File: src/rtl/lsu_wb_pkg.sv
// Shared encodings for the load/store writeback unit: FSM states, writeback select, access size.
package lsu_wb_pkg;

   // FSM state encodings
   localparam logic [1:0] ST_IDLE = 2'd0;
   localparam logic [1:0] ST_REQ  = 2'd1;
   localparam logic [1:0] ST_WAIT = 2'd2;
   localparam logic [1:0] ST_WB   = 2'd3;

   // Writeback source select; value 3 is reserved and writes zero
   localparam logic [1:0] WB_ALU = 2'd0;
   localparam logic [1:0] WB_MEM = 2'd1;
   localparam logic [1:0] WB_PC4 = 2'd2;

   // Access size encodings
   localparam logic [1:0] SIZE_B = 2'd0;
   localparam logic [1:0] SIZE_H = 2'd1;
   localparam logic [1:0] SIZE_W = 2'd2;
   localparam logic [1:0] SIZE_D = 2'd3;

endpackage

File: src/rtl/lsu_wb_unit_if.sv
// EXU handshake, memory request/response bus and GPR write port of the load/store writeback unit.
interface lsu_wb_unit_if #(
   parameter int unsigned XLEN = 32,
   parameter int unsigned RA_W = 5
) ();

   logic              in_valid;
   logic              in_ready;
   logic [XLEN-1:0]   in_result;
   logic [XLEN-1:0]   in_pc;
   logic [RA_W-1:0]   in_rd;
   logic              in_reg_we;
   logic [1:0]        in_wb_sel;
   logic              in_mem_wr;
   logic [1:0]        in_size;
   logic              in_unsigned;
   logic [XLEN-1:0]   in_store_data;

   logic              mem_req_valid;
   logic              mem_req_ready;
   logic              mem_req_we;
   logic [XLEN-1:0]   mem_req_addr;
   logic [XLEN-1:0]   mem_req_wdata;
   logic [XLEN/8-1:0] mem_req_wstrb;
   logic              mem_resp_valid;
   logic [XLEN-1:0]   mem_resp_rdata;

   logic              wb_en;
   logic [RA_W-1:0]   wb_addr;
   logic [XLEN-1:0]   wb_data;
   logic              commit;
   logic              misalign;

   // Environment side: EXU plus memory plus GPR file
   modport master (
      output in_valid, in_result, in_pc, in_rd, in_reg_we, in_wb_sel, in_mem_wr, in_size,
             in_unsigned, in_store_data, mem_req_ready, mem_resp_valid, mem_resp_rdata,
      input  in_ready, mem_req_valid, mem_req_we, mem_req_addr, mem_req_wdata, mem_req_wstrb,
             wb_en, wb_addr, wb_data, commit, misalign
   );

   // Unit side
   modport slave (
      input  in_valid, in_result, in_pc, in_rd, in_reg_we, in_wb_sel, in_mem_wr, in_size,
             in_unsigned, in_store_data, mem_req_ready, mem_resp_valid, mem_resp_rdata,
      output in_ready, mem_req_valid, mem_req_we, mem_req_addr, mem_req_wdata, mem_req_wstrb,
             wb_en, wb_addr, wb_data, commit, misalign
   );

endinterface

File: src/rtl/lsu_lane_align.sv
// Byte-lane steering: store shift, strobe generation, load extract/extend and misalign detect.
module lsu_lane_align
   import lsu_wb_pkg::*;
#(
   parameter int unsigned XLEN = 32
) (
   input  logic [2:0]                  i_chk_off,
   input  logic [1:0]                  i_chk_size,
   output logic                        o_misalign,
   input  logic [$clog2(XLEN/8)-1:0]   i_off,
   input  logic [1:0]                  i_size,
   input  logic                        i_unsigned,
   input  logic [XLEN-1:0]             i_store_data,
   input  logic [XLEN-1:0]             i_rdata,
   output logic [XLEN-1:0]             o_wdata,
   output logic [XLEN/8-1:0]           o_wstrb,
   output logic [XLEN-1:0]             o_load_data
);

   logic [XLEN/8-1:0] w_mask;
   logic [XLEN-1:0]   w_shift;
   logic [XLEN-1:0]   w_word;
   logic              w_sx;

   assign o_wdata = i_store_data << {i_off, 3'b000};
   assign o_wstrb = w_mask << i_off;
   assign w_shift = i_rdata >> {i_off, 3'b000};
   assign w_sx    = ~i_unsigned;

   // Word loads only need extension when the register is wider than a word
   if (XLEN == 64) begin : g_word64
      assign w_word = {{(XLEN-32){w_sx & w_shift[31]}}, w_shift[31:0]};
   end else begin : g_word32
      assign w_word = w_shift;
   end

   // Natural-alignment check; dword accesses cannot be served on a 32-bit bus
   always_comb begin
      o_misalign = 1'b0;
      unique case (i_chk_size)
         SIZE_B: o_misalign = 1'b0;
         SIZE_H: o_misalign = i_chk_off[0];
         SIZE_W: o_misalign = (i_chk_off[1:0] != 2'b00);
         SIZE_D: o_misalign = (XLEN == 32) || (i_chk_off != 3'b000);
      endcase
   end

   // Unshifted byte-enable mask per access size
   always_comb begin
      w_mask = '0;
      unique case (i_size)
         SIZE_B: w_mask = (XLEN/8)'(8'h01);
         SIZE_H: w_mask = (XLEN/8)'(8'h03);
         SIZE_W: w_mask = (XLEN/8)'(8'h0F);
         SIZE_D: w_mask = '1;
      endcase
   end

   // Load data truncation and sign/zero extension
   always_comb begin
      o_load_data = '0;
      unique case (i_size)
         SIZE_B: o_load_data = {{(XLEN-8){w_sx & w_shift[7]}}, w_shift[7:0]};
         SIZE_H: o_load_data = {{(XLEN-16){w_sx & w_shift[15]}}, w_shift[15:0]};
         SIZE_W: o_load_data = w_word;
         SIZE_D: o_load_data = w_shift;
      endcase
   end

endmodule

File: src/rtl/lsu_wb_unit.sv
// Multi-cycle load/store and writeback stage between EXU and the GPR file.
module lsu_wb_unit
   import lsu_wb_pkg::*;
#(
   parameter int unsigned XLEN = 32,
   parameter int unsigned RA_W = 5
) (
   input  logic         clk,
   input  logic         rst,
   lsu_wb_unit_if.slave io
);

   localparam int unsigned OFF_W = $clog2(XLEN/8);

   logic [1:0]        r_state;
   logic [1:0]        w_state_next;
   logic [XLEN-1:0]   r_result;
   logic [XLEN-1:0]   r_pc;
   logic [RA_W-1:0]   r_rd;
   logic              r_reg_we;
   logic [1:0]        r_wb_sel;
   logic              r_mem_wr;
   logic [1:0]        r_size;
   logic              r_unsigned;
   logic [XLEN-1:0]   r_store_data;
   logic [XLEN-1:0]   r_rdata;
   logic              r_err;

   logic              w_accept;
   logic              w_is_mem;
   logic              w_misalign;
   logic [XLEN-1:0]   w_wdata;
   logic [XLEN/8-1:0] w_wstrb;
   logic [XLEN-1:0]   w_load_data;

   assign io.in_ready = !rst && (r_state == ST_IDLE);
   assign w_accept    = io.in_valid && io.in_ready;
   assign w_is_mem    = (io.in_wb_sel == WB_MEM) || io.in_mem_wr;

   // Alignment is judged on the incoming instruction, lane steering on the captured one
   lsu_lane_align #(
      .XLEN (XLEN)
   ) u_align (
      .i_chk_off    (io.in_result[2:0]),
      .i_chk_size   (io.in_size),
      .o_misalign   (w_misalign),
      .i_off        (r_result[OFF_W-1:0]),
      .i_size       (r_size),
      .i_unsigned   (r_unsigned),
      .i_store_data (r_store_data),
      .i_rdata      (r_rdata),
      .o_wdata      (w_wdata),
      .o_wstrb      (w_wstrb),
      .o_load_data  (w_load_data)
   );

   // Next-state logic; misaligned accesses skip the bus and retire with the error flag
   always_comb begin
      w_state_next = r_state;
      unique case (r_state)
         ST_IDLE: if (w_accept) w_state_next = (w_is_mem && !w_misalign) ? ST_REQ : ST_WB;
         ST_REQ:  if (io.mem_req_ready) w_state_next = ST_WAIT;
         ST_WAIT: if (io.mem_resp_valid) w_state_next = ST_WB;
         ST_WB:   w_state_next = ST_IDLE;
      endcase
   end

   // State register
   always_ff @(posedge clk or posedge rst) begin
      if (rst) r_state <= ST_IDLE;
      else     r_state <= w_state_next;
   end

   // Instruction capture on accept and load data capture on the response
   always_ff @(posedge clk or posedge rst) begin
      if (rst) begin
         r_result     <= '0;
         r_pc         <= '0;
         r_rd         <= '0;
         r_reg_we     <= 1'b0;
         r_wb_sel     <= WB_ALU;
         r_mem_wr     <= 1'b0;
         r_size       <= SIZE_B;
         r_unsigned   <= 1'b0;
         r_store_data <= '0;
         r_rdata      <= '0;
         r_err        <= 1'b0;
      end else begin
         if (w_accept) begin
            r_result     <= io.in_result;
            r_pc         <= io.in_pc;
            r_rd         <= io.in_rd;
            r_reg_we     <= io.in_reg_we;
            r_wb_sel     <= io.in_wb_sel;
            r_mem_wr     <= io.in_mem_wr;
            r_size       <= io.in_size;
            r_unsigned   <= io.in_unsigned;
            r_store_data <= io.in_store_data;
            r_err        <= w_is_mem && w_misalign;
         end
         if ((r_state == ST_WAIT) && io.mem_resp_valid && !r_mem_wr) begin
            r_rdata <= io.mem_resp_rdata;
         end
      end
   end

   // Memory request fields are held in registers, so they stay stable under backpressure
   assign io.mem_req_valid = (r_state == ST_REQ);
   assign io.mem_req_we    = r_mem_wr;
   assign io.mem_req_addr  = r_result;
   assign io.mem_req_wdata = w_wdata;
   assign io.mem_req_wstrb = (r_state == ST_REQ) ? w_wstrb : '0;

   // Writeback data select
   always_comb begin
      io.wb_data = '0;
      unique case (r_wb_sel)
         WB_ALU:  io.wb_data = r_result;
         WB_MEM:  io.wb_data = w_load_data;
         WB_PC4:  io.wb_data = r_pc + XLEN'(4);
         default: io.wb_data = '0;
      endcase
   end

   assign io.commit   = (r_state == ST_WB);
   assign io.misalign = (r_state == ST_WB) && r_err;
   assign io.wb_addr  = r_rd;
   assign io.wb_en    = (r_state == ST_WB) && r_reg_we && (r_rd != '0) && !r_err && !r_mem_wr;

endmodule

File: src/flat_wrapper.sv
// flat-port wrapper written by rule: the top's interface ports become plain ports
module lsu_wb_unit_flat import lsu_wb_pkg::*;
#(
   parameter int unsigned XLEN = 32,
   parameter int unsigned RA_W = 5
)
  (clk, rst, io_in_valid, io_in_result, io_in_pc, io_in_rd, io_in_reg_we, io_in_wb_sel, io_in_mem_wr, io_in_size, io_in_unsigned, io_in_store_data, io_mem_req_ready, io_mem_resp_valid, io_mem_resp_rdata, io_in_ready, io_mem_req_valid, io_mem_req_we, io_mem_req_addr, io_mem_req_wdata, io_mem_req_wstrb, io_wb_en, io_wb_addr, io_wb_data, io_commit, io_misalign);
  lsu_wb_unit_if #(.XLEN(XLEN), .RA_W(RA_W)) io_i ();
  input  logic clk;
  input  logic rst;
  input wire logic [$bits(io_i.in_valid)-1:0] io_in_valid;
  input wire logic [$bits(io_i.in_result)-1:0] io_in_result;
  input wire logic [$bits(io_i.in_pc)-1:0] io_in_pc;
  input wire logic [$bits(io_i.in_rd)-1:0] io_in_rd;
  input wire logic [$bits(io_i.in_reg_we)-1:0] io_in_reg_we;
  input wire logic [$bits(io_i.in_wb_sel)-1:0] io_in_wb_sel;
  input wire logic [$bits(io_i.in_mem_wr)-1:0] io_in_mem_wr;
  input wire logic [$bits(io_i.in_size)-1:0] io_in_size;
  input wire logic [$bits(io_i.in_unsigned)-1:0] io_in_unsigned;
  input wire logic [$bits(io_i.in_store_data)-1:0] io_in_store_data;
  input wire logic [$bits(io_i.mem_req_ready)-1:0] io_mem_req_ready;
  input wire logic [$bits(io_i.mem_resp_valid)-1:0] io_mem_resp_valid;
  input wire logic [$bits(io_i.mem_resp_rdata)-1:0] io_mem_resp_rdata;
  output wire logic [$bits(io_i.in_ready)-1:0] io_in_ready;
  output wire logic [$bits(io_i.mem_req_valid)-1:0] io_mem_req_valid;
  output wire logic [$bits(io_i.mem_req_we)-1:0] io_mem_req_we;
  output wire logic [$bits(io_i.mem_req_addr)-1:0] io_mem_req_addr;
  output wire logic [$bits(io_i.mem_req_wdata)-1:0] io_mem_req_wdata;
  output wire logic [$bits(io_i.mem_req_wstrb)-1:0] io_mem_req_wstrb;
  output wire logic [$bits(io_i.wb_en)-1:0] io_wb_en;
  output wire logic [$bits(io_i.wb_addr)-1:0] io_wb_addr;
  output wire logic [$bits(io_i.wb_data)-1:0] io_wb_data;
  output wire logic [$bits(io_i.commit)-1:0] io_commit;
  output wire logic [$bits(io_i.misalign)-1:0] io_misalign;
  assign io_i.in_valid = io_in_valid;
  assign io_i.in_result = io_in_result;
  assign io_i.in_pc = io_in_pc;
  assign io_i.in_rd = io_in_rd;
  assign io_i.in_reg_we = io_in_reg_we;
  assign io_i.in_wb_sel = io_in_wb_sel;
  assign io_i.in_mem_wr = io_in_mem_wr;
  assign io_i.in_size = io_in_size;
  assign io_i.in_unsigned = io_in_unsigned;
  assign io_i.in_store_data = io_in_store_data;
  assign io_i.mem_req_ready = io_mem_req_ready;
  assign io_i.mem_resp_valid = io_mem_resp_valid;
  assign io_i.mem_resp_rdata = io_mem_resp_rdata;
  assign io_in_ready = io_i.in_ready;
  assign io_mem_req_valid = io_i.mem_req_valid;
  assign io_mem_req_we = io_i.mem_req_we;
  assign io_mem_req_addr = io_i.mem_req_addr;
  assign io_mem_req_wdata = io_i.mem_req_wdata;
  assign io_mem_req_wstrb = io_i.mem_req_wstrb;
  assign io_wb_en = io_i.wb_en;
  assign io_wb_addr = io_i.wb_addr;
  assign io_wb_data = io_i.wb_data;
  assign io_commit = io_i.commit;
  assign io_misalign = io_i.misalign;
  lsu_wb_unit #(.XLEN(XLEN), .RA_W(RA_W)) u_core (.clk(clk), .rst(rst), .io(io_i));
endmodule
File: config.mk
export PLATFORM = sky130hd
export DESIGN_NAME = lsu_wb_unit_flat
export DESIGN_NICKNAME = d
export VERILOG_FILES = /design/src/rtl/lsu_wb_pkg.sv /design/src/rtl/lsu_wb_unit_if.sv /design/src/rtl/lsu_lane_align.sv /design/src/rtl/lsu_wb_unit.sv /design/src/flat_wrapper.sv
export SDC_FILE = /design/constraint.sdc
export NUM_CORES = 1
export LEC_CHECK = 0
export CAP_MARGIN = 0
export CORE_MARGIN = 2
export CORE_UTILIZATION = 50
export DETAILED_ROUTE_END_ITERATION = 8
export GPL_TIMING_DRIVEN = 1
export MAX_ROUTING_LAYER = met4
export PLACE_DENSITY = 0.9
export SETUP_SLACK_MARGIN = 0.02
export SLEW_MARGIN = 20
export SYNTH_ARGS = -nofsm -noshare
export SYNTH_HDL_FRONTEND = slang
export SYNTH_SLANG_ARGS = --single-unit
File: constraint.sdc
create_clock -name clk -period 13.1 [get_ports clk]
set_clock_uncertainty 0.05 [all_clocks]
set_input_delay 1.31 -clock clk [delete_from_list [all_inputs] [get_ports clk]]
set_output_delay 1.31 -clock clk [all_outputs]
set_load 0.05 [all_outputs]
==> impl_metrics.json, run 1 <==
{
  "drt_first_iter_violations": 514,
  "synthTopCellsByArea": "sky130_fd_sc_hd__dfrtp_1 46%, sky130_fd_sc_hd__mux2_2 21%, sky130_fd_sc_hd__mux2i_1 4.1%",
  "seq_area_frac_synth_pct": 45.80,
  "ioPinCount": 256,
  "floorplan.die_area_sq_um": 16640,
  "maxClockFrequency_mhz": 196.9,
  "max-cap-violations": 0,
  "hpwl_um": 18780,
  "drt_first_pass_iters": 5,
  "avgSynthCellArea_sq_um": 11.01,
  "areaGrowthSynthToFinish_pct": 41.92,
  "post_route_clock_period_utilization_pct": 38.77,
  "criticalPathCategory": "register to output port",
  "post_cts_resized": 0,
  "final.setup.worst_slack_ns": 8.021,
  "worst-path-max-fanout": 27,
  "grt_overflow_total": 0,
  "yosysTopAreaCell": "sky130_fd_sc_hd__dfrtp_1",
  "most_used_flip_flop_cell_after_synthesis": "sky130_fd_sc_hd__dfrtp_1",
  "yosysMostFrequentCell": "sky130_fd_sc_hd__mux2_2",
  "cts_buffer_depth": 2,
  "cts_tree": "built",
  "antenna_found_initial": 1,
  "synthArstFlopShare_pct": 100.0,
  "critical_path.startpoint": "u_core.r_wb_sel[1]",
  "post_cts_buffers": 0,
  "worst-endpoint-required_ns": 11.74,
  "die_height_um": 129.0,
  "core-area_sq_um": 15260,
  "cp_data_arrival_time_ns": 3.72,
  "critPathCaptureType": "output port",
  "outcome": "finished, final reports clean",
  "port-buffer-count": 255,
  "worstSkewPairLatency_ns": 0.42,
  "netlist_top_cells_count": "145 x sky130_fd_sc_hd__mux2_2, 143 x sky130_fd_sc_hd__dfrtp_1, 38 x sky130_fd_sc_hd__clkbuf_1, 38 x sky130_fd_sc_hd__nor2_1, 37 x sky130_fd_sc_hd__nand2_1",
  "worst_pin_slew_ns": 1.123,
  "cts_root_buffer": "sky130_fd_sc_hd__clkbuf_16",
  "drc_errors": 0,
  "vias": 6820,
  "clock_period_minus_final_worst_setup_slack_ns": 5.079,
  "syn_nets": 861,
  "r2r_slack_ns": 10.32,
  "post_route_cells_drive_above_1_share_pct": 20.27,
  "floorplan.initialDensity_pct": 51.21,
  "finalWeightedCongestion": 1.003,
  "design_area_sq_um": 11090,
  "row_count": 45,
  "drt_wl_total_um": 25350,
  "drtAntennaViolNets": 0,
  "slew_violations": 0,
  "r2r_end": "u_core.io.mem_req_addr[10]",
  "synth_area_sq_um": 7814,
  "crit_start_category": "register",
  "synth_largest_type_area_fraction_pct": 45.80,
  "synth_edf_count": 0,
  "detail_route.wl_per_cell_um": 21.76,
  "setup_violations": 0,
  "post_drt_via_cell_ratio": 5.854,
  "hp-class": "register to register",
  "yosys_warnings": 0,
  "synth.distinct_cells": 56,
  "grt_pass1_wl_um": 38380,
  "grt_start_max_net_pins": 73,
  "r2r_cells": 6,
  "hold_viol": 0,
  "r2r_start": "u_core.r_state[0]",
  "postSynthRegisterBits": 143,
  "final_net_count": 1090,
  "cts_htree_levels": 4,
  "crit_path_end": "io_wb_data[13]",
  "postCtsHoldBufs": 0,
  "setup_repair_after_global_routing_missed_its_margin": "false",
  "fill_count": 1096,
  "cts_buffers": 17,
  "worst_hold_path.num_cells": 1,
  "dp_worst_setup_slack_ns": 8.534,
  "clk_transition_reported_paths_ns": 0.07,
  "floorplan.die.width_um": 129.0,
  "dpl_cell_area_sq_um": 10490,
  "clock_sink_count": 143,
  "timing.setup.tns_ns": 0,
  "max-slew-margin-rel_pct": 24.72,
  "util_after_layout_pct": 72.68,
  "first_global_vias": 6743,
  "grt_resource_usage_total_pct": 31.62,
  "count_of_mapped_cells_out_of_synthesis": 710
}
routing by layer:
metal | track usage (%) | vias to the layer above | wire (um)
li1 | - | 3047 | -
met1 | 39.97 | 3332 | 10490
met2 | 47.34 | 335 | 11610
met3 | 9.868 | 106 | 2067
met4 | 13.30 | 0 | 1177
met5 | - | - | 0
final cells by class:
class	instances	area (sq um)	area share (%)
Multi-Input combinational cell	501	3981	35.90
Sequential cell	143	3580	32.28
Timing Repair Buffer	262	2605	23.49
Clock buffer	18	439.2	3.960
Tap cell	211	264.0	2.381
Clock inverter	14	157.7	1.422
Inverter	14	57.56	0.5190
Antenna cell	2	5.005	0.04513
metrics by stage:
step	hold WS [ns]	std cells
2_1_floorplan	0.4212	710
5_1_grt	0.4599	1164
4_1_cts	0.4503	1163
6_report	0.4479	1165
3_3_place_gp	0.4309	1131
3_5_place_dp	0.4357	1131
cells in the final DEF (no fill, tap or decap), drive strengths merged, types with 3 or more instances in the layout:
| cell type | synthesis | routed |
|---|---|---|
| mux2i | 32 | 32 |
| nor3 | 9 | 9 |
| and2 | 14 | 14 |
| clkbuf | 38 | 18 |
| xor2 | 7 | 7 |
| clkinv | 1 | 5 |
| ha | 6 | 6 |
| o22ai | 7 | 7 |
| nor4 | 8 | 8 |
| a221o | 6 | 6 |
| nor2 | 38 | 38 |
| nand2 | 37 | 37 |
| clkinvlp | 0 | 3 |
| o221ai | 11 | 11 |
| clkdlybuf4s50 | 0 | 255 |
| buf | 14 | 7 |
| nor2b | 16 | 16 |
| nand4 | 11 | 11 |
| o21a | 3 | 3 |
| a211oi | 21 | 21 |
| and3 | 7 | 7 |
| mux2 | 147 | 147 |
| nand3 | 12 | 12 |
| o21ai | 28 | 28 |
| a211o | 3 | 3 |
| o211ai | 3 | 3 |
| inv | 13 | 18 |
| a21oi | 31 | 31 |
| dfrtp | 143 | 143 |
| xnor2 | 17 | 17 |
worst min-delay path by stage:
| stage | start | endpoint | slack [ns] |
|---|---|---|---|
| 5_1_grt | u_core.r_store_data[24] | u_core.r_store_data[24] | 0.46 |
| 3_5_place_dp | u_core.r_rdata[3] | u_core.r_rdata[3] | 0.44 |
| 2_1_floorplan | u_core.r_rdata[0] | u_core.r_rdata[0] | 0.42 |
| 3_3_place_gp | u_core.r_store_data[29] | u_core.r_store_data[29] | 0.43 |
| 4_1_cts | u_core.r_rdata[5] | u_core.r_rdata[5] | 0.45 |
| 6_report | u_core.r_rdata[5] | u_core.r_rdata[5] | 0.45 |
registers in the layout, summed over array words and instances, names as in the netlist, 2 cells and up:
name	cells
u_core.r_rdata	32
u_core.io.mem_req_addr	32
u_core.r_store_data	32
u_core.r_size	2
u_core.r_pc	32
u_core.io.wb_addr	5
u_core.r_state	2
u_core.r_wb_sel	2
cell families (layout without fill, tap and decap cells):
logic type | after synthesis | count (layout) | synth area share (%)
adder cells (fa/ha/maj) | 6 | 6 | 0.9607
flip-flops | 143 | 143 | 45.80
multiplexers | 179 | 179 | 25.28
AND/OR/NAND/NOR | 164 | 164 | 10.89
AO/OA/AOI/OAI | 128 | 128 | 11.03
XOR/XNOR | 24 | 24 | 2.690
other | 0 | 2 | 0
buffers and inverters | 66 | 308 | 3.347
worst max-delay path, stage by stage (launching register included):
cell	delay [ns]
sky130_fd_sc_hd__dfrtp_1	0.89
sky130_fd_sc_hd__nand2b_1	0.40
sky130_fd_sc_hd__or2_0	0.15
sky130_fd_sc_hd__o22a_1	0.73
sky130_fd_sc_hd__a21oi_1	0.10
sky130_fd_sc_hd__a221o_1	0.31
sky130_fd_sc_hd__clkdlybuf4s50_1	0.71
Power of run 1 is not shown: default switching activity piles up to over one toggle a cycle in this logic, so the estimate is an artifact.
==> inputs of run 2 (changes only) <==
- CORE_UTILIZATION: 50 -> 47
- PLACE_DENSITY: 0.9 -> 0.86
- clock period: 13.1 -> 4.7 ns (I/O delays scaled with it)
==> run 2 against run 1 <==
Register-to-register slack got worse by 8.5 ns. First-iteration DRC count decreased by 8.2%. Final cell count increased by 1.0%. Critical path depth unchanged. Die area increased by 6.2%. Utilization decreased by 5.1 points. Non-clock buffer count increased by 4. Setup slack got worse by 7.6 ns. Final area about the same. Hold slack about the same. Sequential share of layout area about the same.
==> impl_metrics.json, run 2 (same netlist as run 1, synthesis figures left out) <==
{
  "setup_violations": 0,
  "holdPathEnd": "u_core.r_store_data[30]",
  "floorplan.initialDensity_pct": 47.62,
  "drtAntennaViolNets": 0,
  "postCtsHoldBufs": 0,
  "drt_first_iter_violations": 472,
  "worst_pin_slew_ns": 0.9570,
  "detail_route.wl_per_cell_um": 21.09,
  "clock_sink_count": 143,
  "worstSkewPairLatency_ns": 0.42,
  "cts_buffer_depth": 2,
  "outcome": "finished, final reports clean",
  "critPathCaptureType": "output port",
  "row_count": 47,
  "cp_data_arrival_time_ns": 3.74,
  "top_library_cells_by_usage_in_the_layout_fill_and_taps_aside": "248 x sky130_fd_sc_hd__clkdlybuf4s50_1, 145 x sky130_fd_sc_hd__mux2_2, 141 x sky130_fd_sc_hd__dfrtp_1",
  "max-slew-margin-rel_pct": 36.20,
  "layout.cells.most_common": "sky130_fd_sc_hd__clkdlybuf4s50_1",
  "ioPinCount": 256,
  "port-buffer-count": 255,
  "criticalPathCategory": "register to output port",
  "drt_wl_total_um": 24820,
  "grt_pass1_wl_um": 37520,
  "worst-path-max-fanout": 35,
  "first_global_vias": 6665,
  "core-area_sq_um": 16410,
  "clock_period_minus_final_worst_setup_slack_ns": 4.260,
  "r2r_cells": 6,
  "clk_transition_reported_paths_ns": 0.06,
  "multi_input_comb_area_sq_um": 3981,
  "worst-endpoint-required_ns": 4.18,
  "hp-class": "register to register",
  "max-cap-violations": 0,
  "grt_resource_usage_total_pct": 28.82,
  "min_from": "u_core.r_store_data[30]",
  "r2r_end": "u_core.r_size[0]",
  "worst_hold_path.num_cells": 1,
  "cts_tree": "built",
  "maxClockFrequency_mhz": 234.7,
  "vias": 6739,
  "cts_htree_levels": 4,
  "post_drt_via_cell_ratio": 5.726,
  "hold_viol": 0,
  "grt_overflow_total": 0,
  "die_height_um": 132.9,
  "cts_buffers": 17,
  "hpwl_um": 18240,
  "floorplan.die.width_um": 132.9,
  "post_route_cells_drive_above_1_share_pct": 21.44,
  "antenna_found_initial": 1,
  "final_net_count": 1094,
  "timing.setup.tns_ns": 0,
  "post_cts_resized": 0,
  "r2r_slack_ns": 1.86,
  "post_route_clock_period_utilization_pct": 90.65,
  "finalWeightedCongestion": 0.9962,
  "register_area_sq_um": 3581,
  "areaGrowthSynthToFinish_pct": 41.94,
  "floorplan.die_area_sq_um": 17670,
  "setup_repair_after_global_routing_missed_its_margin": "false",
  "post_cts_buffers": 0,
  "slew_violations": 0,
  "grt_start_max_net_pins": 72,
  "drt_first_pass_iters": 5,
  "drc_errors": 0,
  "fill_count": 1234,
  "crit_start_category": "register",
  "cts_root_buffer": "sky130_fd_sc_hd__clkbuf_16",
  "r2r_start": "u_core.r_state[0]"
}
-- run 2: changes by cell type in the layout (fill, tap and decap cells not counted), sizes merged --
cell           change
buf               +11
bufinv             -1
clkbuf             -1
clkinv             -1
clkdlybuf4s50      -7
clkinvlp           +1
diode              -1
inv                +2
-- run 2: routing by layer --
layer / part of all wire (%) / up-vias / track usage (%) / wire (um)
met2: 45 / 321 / 42.23 / 11160
met3: 9.3 / 63 / 9.387 / 2298
met5: 0 / - / - / 0
li1: - / 3052 / - / -
met1: 43 / 3303 / 37.17 / 10580
met4: 3.2 / 0 / 11.29 / 790
-- run 2: layout make-up --
| class | count | area share, % |
|---|---|---|
| Timing Repair Buffer | 266 | 23.60 |
| Antenna cell | 1 | 0.02256 |
| Clock buffer | 17 | 3.836 |
| Multi-Input combinational cell | 501 | 35.90 |
| Tap cell | 220 | 2.482 |
| Clock inverter | 15 | 1.354 |
| Inverter | 14 | 0.5190 |
| Sequential cell | 143 | 32.29 |
-- run 2: worst max path at each step --
stage | startpoint | end | slack (ns)
floorplan | rst | u_core.io.mem_req_addr[0] | 0.34
global placement | u_core.io.mem_req_addr[0] | io_wb_data[15] | 0.95
detailed placement | u_core.io.mem_req_addr[0] | io_wb_data[15] | 0.93
CTS | u_core.io.mem_req_addr[0] | io_wb_data[15] | 0.44
global route | u_core.io.mem_req_addr[0] | io_wb_data[15] | 0.26
finish | u_core.io.mem_req_addr[0] | io_wb_data[15] | 0.44
-- run 2: through the flow --
step	cell area (sq um)	utilization [%]	setup slack, ns	std cells	hold slack [ns]
CTS	11090	67.58	0.4440	1176	0.4516
global placement	10510	64.07	0.9491	1144	0.4306
floorplan	7814	-	0.3421	710	0.4212
global route	11090	67.60	0.2624	1177	0.4590
detailed placement	10510	64.07	0.9301	1144	0.4376
finish	11090	67.60	0.4396	1177	0.4483
-- run 2: worst max-delay path, cell delays in order, from the launching register on --
cell	delay [ns]
sky130_fd_sc_hd__dfrtp_2	0.85
sky130_fd_sc_hd__mux2_2	0.43
sky130_fd_sc_hd__mux2i_1	0.16
sky130_fd_sc_hd__o22a_1	0.73
sky130_fd_sc_hd__a21oi_1	0.13
sky130_fd_sc_hd__a221o_1	0.29
sky130_fd_sc_hd__clkdlybuf4s50_1	0.71
Power of run 2 is left out for the same reason.
==> inputs of run 3 (changes only) <==
- GPL_TIMING_DRIVEN: 1 -> not set
==> results of run 3 <==
Same layout as run 2: the final DEF is identical, and so are final timing and power.
Power of run 3 is left out for the same reason.
